[src/rtl/ps2_pkg.sv]
// -----------------------------------------------------------------------------
// ps2_pkg
// Shared definitions for the PS/2 host-side blocks (ps2_host_tx, ps2_line_sync,
// and the receiver that sits beside them).
//
// Contents:
//   - FSM state encoding for the host transmitter
//   - Common keyboard command bytes
//   - Frame parity helper
// -----------------------------------------------------------------------------
package ps2_pkg;

    // Transmitter FSM states. Kept as plain 3-bit constants so older code
    // that compares against raw encodings keeps working.
    localparam logic [2:0] ST_IDLE      = 3'd0;
    localparam logic [2:0] ST_INHIBIT   = 3'd1;
    localparam logic [2:0] ST_SEND      = 3'd2;
    localparam logic [2:0] ST_STOP      = 3'd3;
    localparam logic [2:0] ST_ACK       = 3'd4;
    localparam logic [2:0] ST_WAIT_IDLE = 3'd5;

    // Keyboard command bytes and the acknowledge the keyboard sends back.
    localparam logic [7:0] PS2_CMD_RESET   = 8'hFF;
    localparam logic [7:0] PS2_CMD_SET_LED = 8'hED;
    localparam logic [7:0] PS2_CMD_ENABLE  = 8'hF4;
    localparam logic [7:0] PS2_ACK_BYTE    = 8'hFA;

    // PS/2 uses odd parity: the parity bit makes the total count of ones
    // across data + parity odd.
    function automatic logic odd_parity(input logic [7:0] d);
        return ~^d;
    endfunction

endpackage

[src/rtl/ps2_line_sync.sv]
// -----------------------------------------------------------------------------
// ps2_line_sync
// Brings the asynchronous PS/2 clock and data line levels into the clk domain
// and produces a single-cycle strobe on each falling edge of the PS/2 clock.
// Shared by the host transmitter and the receiver.
//
// Build option:
//   PS2_TX_GLITCH_FILTER_EN - when defined, the synchronized PS/2 clock goes
//   through an 8-sample stability filter before edge detection. The filtered
//   level only changes after 8 consecutive identical samples, adding 8 cycles
//   of latency to the fall strobe. When undefined, fall comes straight from
//   the 2-flop synchronized clock.
//
// Ports:
//   clk       in   system clock
//   rst       in   synchronous active-high reset
//   clk_in    in   raw PS/2 clock line level (asynchronous)
//   data_in   in   raw PS/2 data line level (asynchronous)
//   clk_sync  out  2-flop synchronized PS/2 clock level
//   data_sync out  2-flop synchronized PS/2 data level
//   fall      out  one-cycle strobe: PS/2 clock was 1 last cycle, 0 now
// -----------------------------------------------------------------------------
module ps2_line_sync (
    input  logic clk,
    input  logic rst,
    input  logic clk_in,
    input  logic data_in,
    output logic clk_sync,
    output logic data_sync,
    output logic fall
);

    // Bit 0 = PS/2 clock, bit 1 = PS/2 data.
    logic [1:0] line_async;
    logic [1:0] meta_reg;
    logic [1:0] sync_reg;
    logic       clk_level;
    logic       clk_prev_reg;

    assign line_async = {data_in, clk_in};

    // Idle bus is high (pull-ups), so synchronizers reset to 1. That keeps
    // a fall strobe from firing on the first cycle after reset.
    always_ff @(posedge clk) begin
        if (rst) begin
            meta_reg <= 2'b11;
            sync_reg <= 2'b11;
        end else begin
            meta_reg <= line_async;
            sync_reg <= meta_reg;
        end
    end

`ifdef PS2_TX_GLITCH_FILTER_EN
    logic       filt_reg;
    logic [2:0] stable_cnt_reg;

    // Count consecutive samples that disagree with the current filtered
    // level; accept the new level on the 8th. Any agreeing sample restarts
    // the count, so a short glitch never reaches the edge detector.
    always_ff @(posedge clk) begin
        if (rst) begin
            filt_reg       <= 1'b1;
            stable_cnt_reg <= 3'd0;
        end else if (sync_reg[0] == filt_reg) begin
            stable_cnt_reg <= 3'd0;
        end else if (stable_cnt_reg == 3'd7) begin
            filt_reg       <= sync_reg[0];
            stable_cnt_reg <= 3'd0;
        end else begin
            stable_cnt_reg <= stable_cnt_reg + 3'd1;
        end
    end

    assign clk_level = filt_reg;
`else
    assign clk_level = sync_reg[0];
`endif

    always_ff @(posedge clk) begin
        if (rst) begin
            clk_prev_reg <= 1'b1;
        end else begin
            clk_prev_reg <= clk_level;
        end
    end

    assign fall      = clk_prev_reg & ~clk_level;
    assign clk_sync  = sync_reg[0];
    assign data_sync = sync_reg[1];

endmodule

[src/rtl/ps2_host_tx.sv]
// -----------------------------------------------------------------------------
// ps2_host_tx
// Host-to-device PS/2 transmitter. Sends one command byte to the keyboard
// (e.g. 0xFF reset, 0xED set-LEDs, 0xF4 enable) over the open-drain PS/2
// clock and data lines, following the device-generated clock, and reports
// whether the device acknowledged.
//
// Frame sequence:
//   1. Hold the clock low for INHIBIT_CYCLES (request-to-send).
//   2. Pull data low (start bit) and release the clock.
//   3. On each device clock fall, present the next bit: 8 data bits LSB
//      first, then odd parity, then release data for the stop bit.
//   4. On the 11th fall, sample data: low = ACK, high = NACK.
//   5. After an ACK, wait for both lines to return high, then pulse tx_done.
//   A timeout counter running from clock release aborts the frame with
//   tx_err if the device stalls.
//
// The receiver sharing these lines must ignore them while tx_busy is high.
//
// Build option:
//   PS2_TX_GLITCH_FILTER_EN - enables the PS/2 clock stability filter inside
//   ps2_line_sync (adds 8 cycles of edge latency).
//
// Parameters:
//   INHIBIT_CYCLES  clk cycles the clock is held low before the start bit
//   TIMEOUT_CYCLES  max clk cycles from clock release to end of the ACK bit
//   CNT_W           width of the shared inhibit/timeout counter
//                   (2**CNT_W must exceed TIMEOUT_CYCLES)
//
// Ports:
//   clk          in   system clock (100 MHz)
//   rst          in   synchronous active-high reset
//   tx_start     in   one-cycle send request, honoured only when idle
//   tx_data[7:0] in   command byte, captured with tx_start
//   PS2clk_in    in   PS/2 clock line level (asynchronous)
//   key_data_in  in   PS/2 data line level (asynchronous)
//   PS2clk_oe    out  1 pulls the PS/2 clock low, 0 releases it
//   key_data_oe  out  1 pulls the PS/2 data low, 0 releases it
//   tx_busy      out  high from request acceptance until back in idle
//   tx_done      out  one-cycle pulse on a successful ACK
//   tx_err       out  one-cycle pulse on timeout or NACK
// -----------------------------------------------------------------------------
module ps2_host_tx
    import ps2_pkg::*;
#(
    parameter int INHIBIT_CYCLES = 10000,
    parameter int TIMEOUT_CYCLES = 2000000,
    parameter int CNT_W          = 21
) (
    input  logic       clk,
    input  logic       rst,
    input  logic       tx_start,
    input  logic [7:0] tx_data,
    input  logic       PS2clk_in,
    input  logic       key_data_in,
    output logic       PS2clk_oe,
    output logic       key_data_oe,
    output logic       tx_busy,
    output logic       tx_done,
    output logic       tx_err
);

    // Terminal counts for the shared counter. Both phases count from 0, so
    // reaching N-1 means N cycles have elapsed.
    localparam logic [CNT_W-1:0] INHIBIT_LAST = CNT_W'(INHIBIT_CYCLES - 1);
    localparam logic [CNT_W-1:0] TIMEOUT_LAST = CNT_W'(TIMEOUT_CYCLES - 1);

    logic       ps2_clk_sync;
    logic       ps2_data_sync;
    logic       ps2_fall;

    logic [2:0]       state_reg,   state_next;
    logic [CNT_W-1:0] cnt_reg,     cnt_next;
    logic [3:0]       bit_cnt_reg, bit_cnt_next;
    logic [8:0]       shift_reg,   shift_next;
    logic             clk_oe_reg,  clk_oe_next;
    logic             data_oe_reg, data_oe_next;
    logic             busy_reg,    busy_next;
    logic             done_reg,    done_next;
    logic             err_reg,     err_next;
    logic             timeout_hit;

    ps2_line_sync u_line_sync (
        .clk       (clk),
        .rst       (rst),
        .clk_in    (PS2clk_in),
        .data_in   (key_data_in),
        .clk_sync  (ps2_clk_sync),
        .data_sync (ps2_data_sync),
        .fall      (ps2_fall)
    );

    assign timeout_hit = (cnt_reg == TIMEOUT_LAST);

    always_comb begin
        state_next   = state_reg;
        cnt_next     = cnt_reg;
        bit_cnt_next = bit_cnt_reg;
        shift_next   = shift_reg;
        clk_oe_next  = clk_oe_reg;
        data_oe_next = data_oe_reg;
        busy_next    = busy_reg;
        done_next    = 1'b0;
        err_next     = 1'b0;

        case (state_reg)
            ST_IDLE: begin
                // Line activity here belongs to the receiver; only a
                // request moves us on.
                if (tx_start) begin
                    shift_next   = {odd_parity(tx_data), tx_data};
                    bit_cnt_next = 4'd0;
                    cnt_next     = '0;
                    clk_oe_next  = 1'b1;
                    data_oe_next = 1'b0;
                    busy_next    = 1'b1;
                    state_next   = ST_INHIBIT;
                end
            end

            ST_INHIBIT: begin
                if (cnt_reg == INHIBIT_LAST) begin
                    // Start bit goes out with the clock release; from here
                    // the device owns the clock and the timeout starts.
                    clk_oe_next  = 1'b0;
                    data_oe_next = 1'b1;
                    cnt_next     = '0;
                    state_next   = ST_SEND;
                end else begin
                    cnt_next = cnt_reg + 1'b1;
                end
            end

            ST_SEND, ST_STOP, ST_ACK, ST_WAIT_IDLE: begin
                // Timeout is checked first so it wins over a fall that
                // lands in the same cycle.
                if (timeout_hit) begin
                    clk_oe_next  = 1'b0;
                    data_oe_next = 1'b0;
                    busy_next    = 1'b0;
                    err_next     = 1'b1;
                    cnt_next     = '0;
                    state_next   = ST_IDLE;
                end else begin
                    cnt_next = cnt_reg + 1'b1;
                    case (state_reg)
                        ST_SEND: begin
                            if (ps2_fall) begin
                                // Open drain: drive low for a 0 bit.
                                data_oe_next = ~shift_reg[0];
                                shift_next   = {1'b0, shift_reg[8:1]};
                                if (bit_cnt_reg == 4'd8) begin
                                    state_next = ST_STOP;
                                end else begin
                                    bit_cnt_next = bit_cnt_reg + 4'd1;
                                end
                            end
                        end
                        ST_STOP: begin
                            if (ps2_fall) begin
                                data_oe_next = 1'b0;
                                state_next   = ST_ACK;
                            end
                        end
                        ST_ACK: begin
                            if (ps2_fall) begin
                                if (!ps2_data_sync) begin
                                    state_next = ST_WAIT_IDLE;
                                end else begin
                                    clk_oe_next  = 1'b0;
                                    data_oe_next = 1'b0;
                                    busy_next    = 1'b0;
                                    err_next     = 1'b1;
                                    cnt_next     = '0;
                                    state_next   = ST_IDLE;
                                end
                            end
                        end
                        default: begin
                            // ST_WAIT_IDLE: device must let both lines float
                            // high before the bus is considered free again.
                            if (ps2_clk_sync && ps2_data_sync) begin
                                busy_next  = 1'b0;
                                done_next  = 1'b1;
                                cnt_next   = '0;
                                state_next = ST_IDLE;
                            end
                        end
                    endcase
                end
            end

            default: begin
                clk_oe_next  = 1'b0;
                data_oe_next = 1'b0;
                busy_next    = 1'b0;
                cnt_next     = '0;
                state_next   = ST_IDLE;
            end
        endcase
    end

    always_ff @(posedge clk) begin
        if (rst) begin
            state_reg   <= ST_IDLE;
            cnt_reg     <= '0;
            bit_cnt_reg <= 4'd0;
            shift_reg   <= 9'd0;
            clk_oe_reg  <= 1'b0;
            data_oe_reg <= 1'b0;
            busy_reg    <= 1'b0;
            done_reg    <= 1'b0;
            err_reg     <= 1'b0;
        end else begin
            state_reg   <= state_next;
            cnt_reg     <= cnt_next;
            bit_cnt_reg <= bit_cnt_next;
            shift_reg   <= shift_next;
            clk_oe_reg  <= clk_oe_next;
            data_oe_reg <= data_oe_next;
            busy_reg    <= busy_next;
            done_reg    <= done_next;
            err_reg     <= err_next;
        end
    end

    assign PS2clk_oe   = clk_oe_reg;
    assign key_data_oe = data_oe_reg;
    assign tx_busy     = busy_reg;
    assign tx_done     = done_reg;
    assign tx_err      = err_reg;

endmodule

[config.mk]
export PLATFORM = sky130hd
export DESIGN_NAME = ps2_host_tx
export DESIGN_NICKNAME = d
export VERILOG_FILES = /design/src/rtl/ps2_pkg.sv /design/src/rtl/ps2_line_sync.sv /design/src/rtl/ps2_host_tx.sv
export SDC_FILE = /design/constraint.sdc
export NUM_CORES = 1
export LEC_CHECK = 0
export CORE_MARGIN = 1
export CORE_UTILIZATION = 60
export DETAILED_ROUTE_END_ITERATION = 7
export HOLD_SLACK_MARGIN = 0.08
export PLACE_DENSITY = 0.79
export SLEW_MARGIN = 0
export SYNTH_ARGS = -nofsm -noshare
export SYNTH_HDL_FRONTEND = slang
export SYNTH_SLANG_ARGS = --single-unit
[constraint.sdc]
create_clock -name clk -period 5.9 [get_ports clk]
set_clock_uncertainty 0.15 [all_clocks]
set_input_delay 0.59 -clock clk [delete_from_list [all_inputs] [get_ports clk]]
set_output_delay 0.59 -clock clk [all_outputs]
set_load 0.05 [all_outputs]
# Word level (Yosys, flattened, before mapping)

Cells that the tools add are included.

Add/subtract/negate cells: 2
Reduce and logical (&&, ||, !) cells: 14
Bitwise operators: 5
Muxes and demuxes: 53
Eq/ne operators: 26

Operator list:

| operator                | count |
|---|---|
| $mux W21                | 6 |
| $pmux W21 S3            | 1 |
| $pmux W21 S2            | 1 |
| $mux W9                 | 4 |
| $mux W3                 | 9 |
| $add A21 B1 Y21 const B | 1 |
| $eq A21 B14 Y1 const B  | 1 |
| $eq A21 B21 Y1 const B  | 1 |
| $mux W4                 | 5 |
| $ne A4 B4 Y1 const B    | 5 |
| $mux W1                 | 18 |
| $pmux W3 S3             | 2 |
| $pmux W9 S2             | 1 |
| $reduce_and A7 Y1       | 2 |
| $ne A2 B2 Y1 const B    | 6 |
| $pmux W1 S3             | 4 |
| $reduce_and A6 Y1       | 2 |
| $reduce_and A5 Y1       | 2 |
| $ne A3 B3 Y1 const B    | 3 |
| $pmux W4 S2             | 1 |
| $reduce_xnor A8 Y1      | 1 |
| $eq A3 B2 Y1 const B    | 2 |
| $eq A3 B3 Y1 const B    | 2 |
| $ne A6 B6 Y1 const B    | 1 |
| other kinds (15)        | 19 |

Register bits: 47
Output and inout port bits: 5
Logic and storage cells: 112
Input bits: 13

# Longest topological paths before layout

Gate-level depths: netlist of the first run.

Depth in word-level cells: 6
Depth in mapped cells: 9

# Cells and area by module

A second synthesis of the first run with hierarchy kept.

Cells, all modules: 365
Area total of the unflattened synthesis: 2920.3 µm²

Modules (own cells, without submodules):

| module        | times used | area each (µm²) | cells an instance |
|---|---|---|---|
| ps2_host_tx   | 1          | 2782.7          | 354 |
| ps2_line_sync | 1          | 137.6           | 11 |

# Worst setup path after synthesis of the first run

OpenSTA, ideal clock, no wires.

Path kind: reg-to-reg
Start point: reg cnt_reg[19]
End point: reg cnt_reg[8]
Stages on the path, launching flop included: 8
Period minus slack after synthesis: 2140 ps
Data arrival time: 1874 ps
Data required time: 5633 ps
Path slack: 3760 ps
Cell sequence: dfxtp_1 nand2_1 or4_4 nor4_4 o32ai_1 buf_6 buf_6 a22o_1

Word-level cells in the longest chain between the ends: 3
Elaborated cells on any way between the ends: 5
Classes of those cells: 2 x eq/ne; 3 x mux

RTL lines:

| item                                                    | RTL line                               | RTL |
|---|---|---|
| start, declared                                         | ps2_host_tx.sv:73                      | `logic [CNT_W-1:0] cnt_reg, cnt_next;` |
| start signal, assigned                                  | ps2_host_tx.sv:216                     | `cnt_reg <= cnt_next;` |
| $eq A21 B21 Y1 / $eq A21 B14 Y1 (equally long branches) | ps2_host_tx.sv:93, ps2_host_tx.sv:122  |  |
| $mux W21 (on tied branches)                             | ps2_host_tx.sv:137, ps2_host_tx.sv:122 |  |
| $pmux W21 S3 (*)                                        | ps2_host_tx.sv:106                     | `case (state_reg)` |

Every way passes the cells marked *; elsewhere a longest branch is shown, timed or not.
A chain may end at the register's enable or synchronous reset.

# Worst setup path after layout of the first run

Start point: reg cnt_reg[0]
End point: reg cnt_reg[19]

Word-level cells in the longest chain between the ends: 6
Elaborated cells on any way between the ends: 10
Classes of those cells: 1 x add/sub; 2 x eq/ne; 7 x mux

RTL lines:

| item             | RTL line                               | RTL |
|---|---|---|
| $add A21 B1 Y21  | ps2_host_tx.sv:130, ps2_host_tx.sv:145 |  |
| $mux W21         | ps2_host_tx.sv:167                     | `if (!ps2_data_sync) begin` |
| $mux W21         | ps2_host_tx.sv:166                     | `if (ps2_fall) begin` |
| $pmux W21 S2     | ps2_host_tx.sv:146                     | `case (state_reg)` |
| $mux W21         | ps2_host_tx.sv:137                     | `if (timeout_hit) begin` |
| $pmux W21 S3 (*) | ps2_host_tx.sv:106                     |  |

Marks and branches as above.

==> metrics list, run 1 <==
- The root buffer cell chosen for the clock tree is clkbuf_8.
- Total length of routed wires: 5460 µm
- Pwr per Cell Area: 368.4 nW/µm²
* Synth Instances: around 300
* Endpoint of the worst hold path: u_line_sync.sync_reg[1]
- Bufs on Longest Clock Path: 2
- The clock net in this run drives a total of 47 sinks.
- The startpoint identified for the worst register-to-register timing path is cnt_reg[0].
- The worst register-to-register path has a setup slack of roughly 3000 ps.
* Number of cells upsized or downsized after cts: 0
- Vias per std cell: 6.179
- Maximum number of pins on one net before global-route repair: 31
* Starting density of the core: 62.73%
- Final #Nets: between 300 and 400
- CTS buffer count: 5
* Largest driver fanout on the critical path: 30
* Startpoint type of the worst setup path: register
- After clock tree synthesis, the setup repair step added 0 buffers.
- Max-cap violations in this run came to 0.
- Worst-skew pair later-pin latency: roughly 300 ps
- Leading post-synthesis cells by instance count: dfxtp_1, nor2_1, a21oi_1, nand2_1, o21ai_0
* Antenna violations before repair: 0
- Biggest area contributors in the synthesized netlist: dfxtp_1, a21oi_1, nor2_1
- Clock period minus worst slack: 2881 ps
* # diodes: 0
- Register bit count reported by yosys: 47
- The H-tree was split into 2 levels.
- TritonCTS built the clock tree.
- Net count after synthesis: approximately 320
- Setup repair after global routing left no endpoint under its margin.
* Hold buffer count at CTS: 0
* Total GRT Usage: 26.62%
- Setup total negative slack on the finished layout was measured at 0 ps.
- A synthesized cell averages 8.341 µm².
- Max-slew violation count: 0
- Along the worst hold path, the cell count comes to 1.
- From left edge to right edge, the die measures 66.90 µm.
- Most frequent cell after synthesis: dfxtp_1
- Worst voltage drop across the vdd grid: 0.1804 mV
- Detailed placement ended at an HPWL of between 3000 and 4000 µm.
- For the pin with the worst max-slew slack, the measured transition is 884.0 ps.
- Post-synthesis to final-layout area growth: 10.45%
- Fin crit share: approximately 49%
- The startpoint identified for the worst hold timing path is u_line_sync.meta_reg[1].
* Overflow left after global routing: 0
- For this run, the leading register cell type out of synthesis is dfxtp_1.
* Core area: 4029 µm²
- For this design the top-level I/O count stands at 18.
- For this run, asynchronously set or reset flops after synthesis account for 0%.
* Routability congestion estimate: between 0.8 and 0.9
- Share of synthesized area occupied by flip-flops and latches: 37.23%
* Required time of the worst setup path: 5940 ps
* Data arrival at the endpoint of the critical path: 2920 ps
- The number of global-route vias before repair is a little under 2,000.
* Fmax: 347.2 MHz
- The first global-routing pass estimated approximately 9100 µm of wire.
- The worst register-to-register path ends at cnt_reg[19].
* Synth Cell Area: between 2000 and 3000 µm²
- Fraction of layout instances using a drive strength above 1: 7.643%
* Crit end category: register
* Leakage power figure: 1.043 nW
- In the routed design, unresolved DRC markers number 0.
* Post-synth cell types: between 50 and 60
- Cell depth of the worst flop-to-flop path: 7
* Type of the most critical hold path: register to register
* Normalized max-slew margin: 40.61%
- Number of warning messages in the yosys log: 0
- The register with the most flip-flops in the layout has 21 of them.
- In this run, synthesis inferred 0 flip-flops with an integrated enable.
- Run status: completed
- Buffers added on ports: 17
* Die outline height: approximately 67 µm
- Setup violations remaining at the end of the flow were counted as 0.
- Measured on the finished design, the core utilization comes to 69.29%.
* Violation count after the first detailed-route iteration: 303
* Average wire per cell in the routed design: 15.00 µm
- Clock transition at the register clock pins on the worst setup and hold paths after CTS: 80 ps
- The die covers 4476 µm².
* Number of nets with antenna violations after routing: 0
* Count of vias placed by the detailed router: 2,249
* Yosys top cell area share: 37.23%
- Row count: 23
- The first detailed-routing pass took 4 iterations.
* Count of final hold-check violations: 0
- Summed over all instances, the cell type with the most area after synthesis is dfxtp_1.
* Worst Path Class, Setup: register to register
[cells by family (layout without fill, tap and decap cells)]
kind of cell / Yosys count / count (layout) / synth area share (%)
AO/OA/AOI/OAI: 86 / 86 / 22.38
XOR/XNOR: 8 / 8 / 2.772
adder cells (fa/ha/maj): 3 / 3 / 1.485
buffers and inverters: 21 / 32 / 4.357
flip-flops: 47 / 47 / 37.23
multiplexers: 9 / 9 / 3.564
AND/OR/NAND/NOR: 129 / 129 / 28.22
[metal layers]
metal / up-vias / GRT usage (%) / routed length (µm)
li1: 1143 / - / -
met1: 1024 / 38.54 / 2630
met2: 76 / 38.51 / 2460
met3: 6 / 6.164 / 317
met4: 0 / 7.979 / 51
met5: - / 0 / 0
[layout make-up]
cell class,instances,area [µm²]
flip-flops and latches,47,940.9
multi-input cells,235,1484
repair buffers,19,185.2
clock buffers,8,100.1
well taps,50,62.56
inverters,5,18.77
fillers,333,1237
[how the worst max path moves through the flow]
stage | from | to | slack (ps) | depth (start not counted)
after floorplan | cnt_reg[19] | cnt_reg[8] | 3760 | 7
after global placement | cnt_reg[0] | cnt_reg[19] | 3180 | 7
after detailed placement | cnt_reg[0] | cnt_reg[19] | 3110 | 7
after CTS | cnt_reg[0] | cnt_reg[19] | 3080 | 7
after global routing | cnt_reg[0] | cnt_reg[19] | 2870 | 7
final | cnt_reg[0] | cnt_reg[19] | 3020 | 7
[report_power, final]
part / total [mW] / internal (mW) / leakage, nW / switching (mW)
logic: 0.412 / 0.156 / 0.609 / 0.256
registers: 0.406 / 0.360 / 0.383 / 0.0463
clock network: 0.210 / 0.107 / 0.0515 / 0.103
total: 1.03 / 0.623 / 1.04 / 0.406
[through the flow]
stage / power [mW] / hold slack, ps / instances / setup slack [ps] / instance area (µm²)
floorplan: 0.7422 / 239.5 / 303 / 3760 / 2527
global placement: 0.8088 / 240.9 / 356 / 3182 / 2691
detailed placement: 0.8177 / 263.5 / 356 / 3112 / 2691
CTS: 1.029 / 283.1 / 364 / 3075 / 2791
global route: 1.099 / 286.0 / 364 / 2871 / 2791
finish: 1.028 / 282.8 / 364 / 3019 / 2791
[critical path, stage by stage (launching register included)]
cell	delay (ps)
dfxtp_1	410
ha_1	220
nand4_1	250
nor4_4	840
o32ai_2	180
buf_4	260
and3_1	190
a221o_1	250
[cells in the final DEF, fill, tap and decap left out, types with 8 or more instances in the layout]
cell type        netlist  final
a211oi_1              11     11
nor3_1                 8      8
o21ai_0               12     12
a21oi_1               24     24
nand2_1               24     24
a31oi_1               10     10
dfxtp_1               47     47
clkdlybuf4s50_1        0     17
mux2i_1                9      9
nor2_1                29     29
nand3_1               11     11
(Power assumes the default switching activity.)
==> run 2, diff against run 1 <==
Settings changed: CORE_UTILIZATION 60 to 53, PLACE_DENSITY 0.79 to 0.74.
Clock period 5.9 ns to 2.31 ns, I/O delays scaled along.
==> run 2 against run 1 <==
Effect of this change: the flow now finishes with violations (design-rule violations); wire length up 8.7%; global-route usage down 2.2 points; core utilization down 0.63 points; count of clock-buffer cells in the layout down 2; critical path type unchanged.
==> metrics list, run 2 (synthesis results as in run 1) <==
* Max-slew violation count: 0 (unchanged)
* IO Count: 18 (unchanged)
- Fin crit share: 98.45% (was 48.82%)
* Slowest stage cell, crit path: or4_4 (was nor4_4)
- The worst-case hold path end point was u_line_sync.sync_reg[0] (was u_line_sync.sync_reg[1]).
- Worst Path Class, Setup: register to register (unchanged)
- Violated checks: design-rule violations
- The placeable core region is 4474 µm² (was 4029 µm²).
* Type of the most critical hold path: register to register (unchanged)
- The number of detailed-route iterations in the first pass was 6 (was 4).
* Hold path startpoint: u_line_sync.meta_reg[0] (was u_line_sync.meta_reg[1])
- The total half-perimeter wirelength after legalization and detailed placement was 4167 µm (was 3746 µm).
- Most used cells in the layout excluding fill and tap cells: dfxtp_1, nor2_1, buf_4 (was dfxtp_1, nor2_1, nand2_1, a21oi_1, clkdlybuf4s50_1)
- Crit end category: register (unchanged)
- The die boundary height was 71.06 µm (was 66.90 µm).
- Post-synthesis to final-layout area growth: 21.53% (was 10.45%)
* Worst-skew pair later-pin latency: 300 ps (about the same)
- The total negative slack came to 0 ps (unchanged).
* First-pass GRT wire length: 9811 µm (was 9059 µm)
- The routability congestion estimate from global placement is 0.8635 (was 0.8288).
- The buffer type at the clock tree root was clkbuf_8 (unchanged).
* Slew at the pin closest to its max-slew limit: 501.2 ps (was 884.0 ps)
* Total length of routed wires: 5936 µm (was 5460 µm)
- Pwr per Cell Area: 901.2 nW/µm² (was 368.4 nW/µm²)
- Run status: finished with violations (was completed).
- Number of nets with antenna violations after routing: 0 (unchanged)
- The number of setup violations in the final report is 0 (unchanged).
* Htree depth: 2 (unchanged)
* Startpoint type of the worst setup path: register (unchanged)
* Overflow left after global routing: 0 (unchanged)
- Layout Cells excl Fill: 393 (was 364)
- The TritonCTS clock tree is yes (unchanged).
- The final core area utilization was 68.65% (was 69.29%).
- Normalized max-slew margin: 66.48% (was 40.61%)
* TritonCTS Sinks: 47 (unchanged)
* Worst Hold Depth: 1 (unchanged)
* Average wire per cell in the routed design: 15.10 µm (was 15.00 µm)
- The number of buffers inserted by hold repair at cts is 0 (unchanged).
- The delay contributed by the slowest stage of the critical path was 440 ps (was 840 ps).
- The origin of the critical flop-to-flop path was cnt_reg[8] (was cnt_reg[0]).
- Clock transition at the register clock pins on the worst setup and hold paths after CTS: 80 ps (about the same)
- The critical path's top delay family is simple AND/OR/NAND/NOR gates (unchanged).
* Die span in x: 71.06 µm (was 66.90 µm)
- The fill cell total of the finished layout is 382 (was 333).
* Unrepaired setup endpoints after global routing: yes (was no)
* Max reg flops: 21 (unchanged)
- Count of vias placed by the detailed router: 2,411 (was 2,249)
- CTS buffer count: 5 (unchanged)
- Fraction of layout instances using a drive strength above 1: 18.48% (was 7.643%)
- Maximum number of pins on one net before global-route repair: 31 (unchanged)
- The overall power of the completed layout is 2.768 mW (was 1.028 mW).
- Crit Reg-Reg Endpoint: cnt_reg[19] (unchanged)
- # diodes: 0 (unchanged)
- Fmax: 439.7 MHz (was 347.2 MHz)
- Cell depth of the worst flop-to-flop path: 7 (unchanged)
* Clock period minus worst slack: 2274 ps (was 2881 ps)
- The number of max-cap violations was 0 (unchanged).
- Data arrival at the endpoint of the critical path: 2320 ps (was 2920 ps)
* Total GRT Usage: 24.46% (was 26.62%)
- The highest ir drop seen on vdd is 0.4707 mV (was 0.1804 mV).
- The commonest non-fill, non-tap cell in the layout was dfxtp_1 (unchanged).
* Die area: 5049 µm² (was 4476 µm²)
- The via count normalized by instance count came to 6.135 (was 6.179).
- The top fanout value on the critical path was 30 (unchanged).
- The worst endpoint required time is 2350 ps (was 5940 ps).
- Starting density of the core: 56.49% (was 62.73%)
- The row count came to 24 (was 23).
- Drt drc: 2 (was 0)
* Number of buffers and inverters on the critical path: 1 (unchanged)
- Violation count after the first detailed-route iteration: 195 (was 303)
- Leakage power figure: 1.218 nW (was 1.043 nW)
- The hold violation count in the final report was 0 (unchanged).
- The net count reported at finish was 357 (was 329).
* Reg-to-reg setup timing slack: 40 ps (was 3020 ps)
- The buffer levels on the longest clock path is 2 (unchanged).
- The instance count after placement with tap cells included is 382 (was 356).
- The final worst hold slack came to 263.4 ps (was 282.8 ps).
- Buffers added on ports: 17 (unchanged)
* Cell-by-cell listing of the critical path: nand4b_1 > or4_4 > nor4_4 > o32ai_2 > buf_12 > and3_4 > a221o_1 (was ha_1 > nand4_1 > nor4_4 > o32ai_2 > buf_4 > and3_1 > a221o_1)
* Antenna violations before repair: 0 (unchanged)
- Number of global-route vias before repair: 2,113 (was 1,937)
[run 2: cell type report]
| type | count | area [µm²] | area share, % |
|---|---|---|---|
| inverter | 5 | 18.77 | 0.6110 |
| clock inverter | 1 | 5.005 | 0.1629 |
| timing repair buffer | 47 | 421.7 | 13.73 |
| multi-input combinational | 235 | 1528 | 49.74 |
| sequential | 47 | 950.9 | 30.96 |
| tap | 52 | 65.06 | 2.118 |
| clock buffer | 6 | 82.58 | 2.688 |
[run 2: per-layer routing]
| layer | track usage (%) | wire length, µm | vias to the layer above |
|---|---|---|---|
| met2 | 37.29 | 2665 | 64 |
| met1 | 34.93 | 2883 | 1132 |
| met4 | 8.889 | 113 | 0 |
| met5 | 0 | 0 | - |
| li1 | - | - | 1200 |
| met3 | 3.989 | 274 | 15 |
[run 2: worst max path at each step]
stage,end,slack (ps),start,cells past startpoint
6_report,cnt_reg[19],40,cnt_reg[8],7
2_1_floorplan,cnt_reg[8],170,cnt_reg[19],7
4_1_cts,state_reg[0],20,cnt_reg[11],7
3_3_place_gp,state_reg[0],130,cnt_reg[11],7
3_5_place_dp,state_reg[0],30,cnt_reg[11],7
5_1_grt,cnt_reg[19],-60,cnt_reg[8],7
[run 2: stage by stage]
stage / worst slack [ps] / instance area, µm²
after floorplan: 169.5 / 2527
after global placement: 128.2 / 2899
after detailed placement: 30.05 / 2899
after CTS: 16.58 / 2987
after global routing: -57.73 / 3072
final: 35.86 / 3072
[run 2: power breakdown]
part | switching [mW] | internal (mW) | leakage, nW | total [mW]
Combinational | 0.712 | 0.525 | 0.784 | 1.24
Sequential | 0.109 | 0.920 | 0.386 | 1.03
Clock | 0.267 | 0.235 | 0.0470 | 0.502
Total | 1.09 | 1.68 | 1.22 | 2.77
[run 2: repair_timing]
action	CTS	global route
setup buffers	0	3
gates resized for setup	0	18
endpoints found under the setup margin	0	21
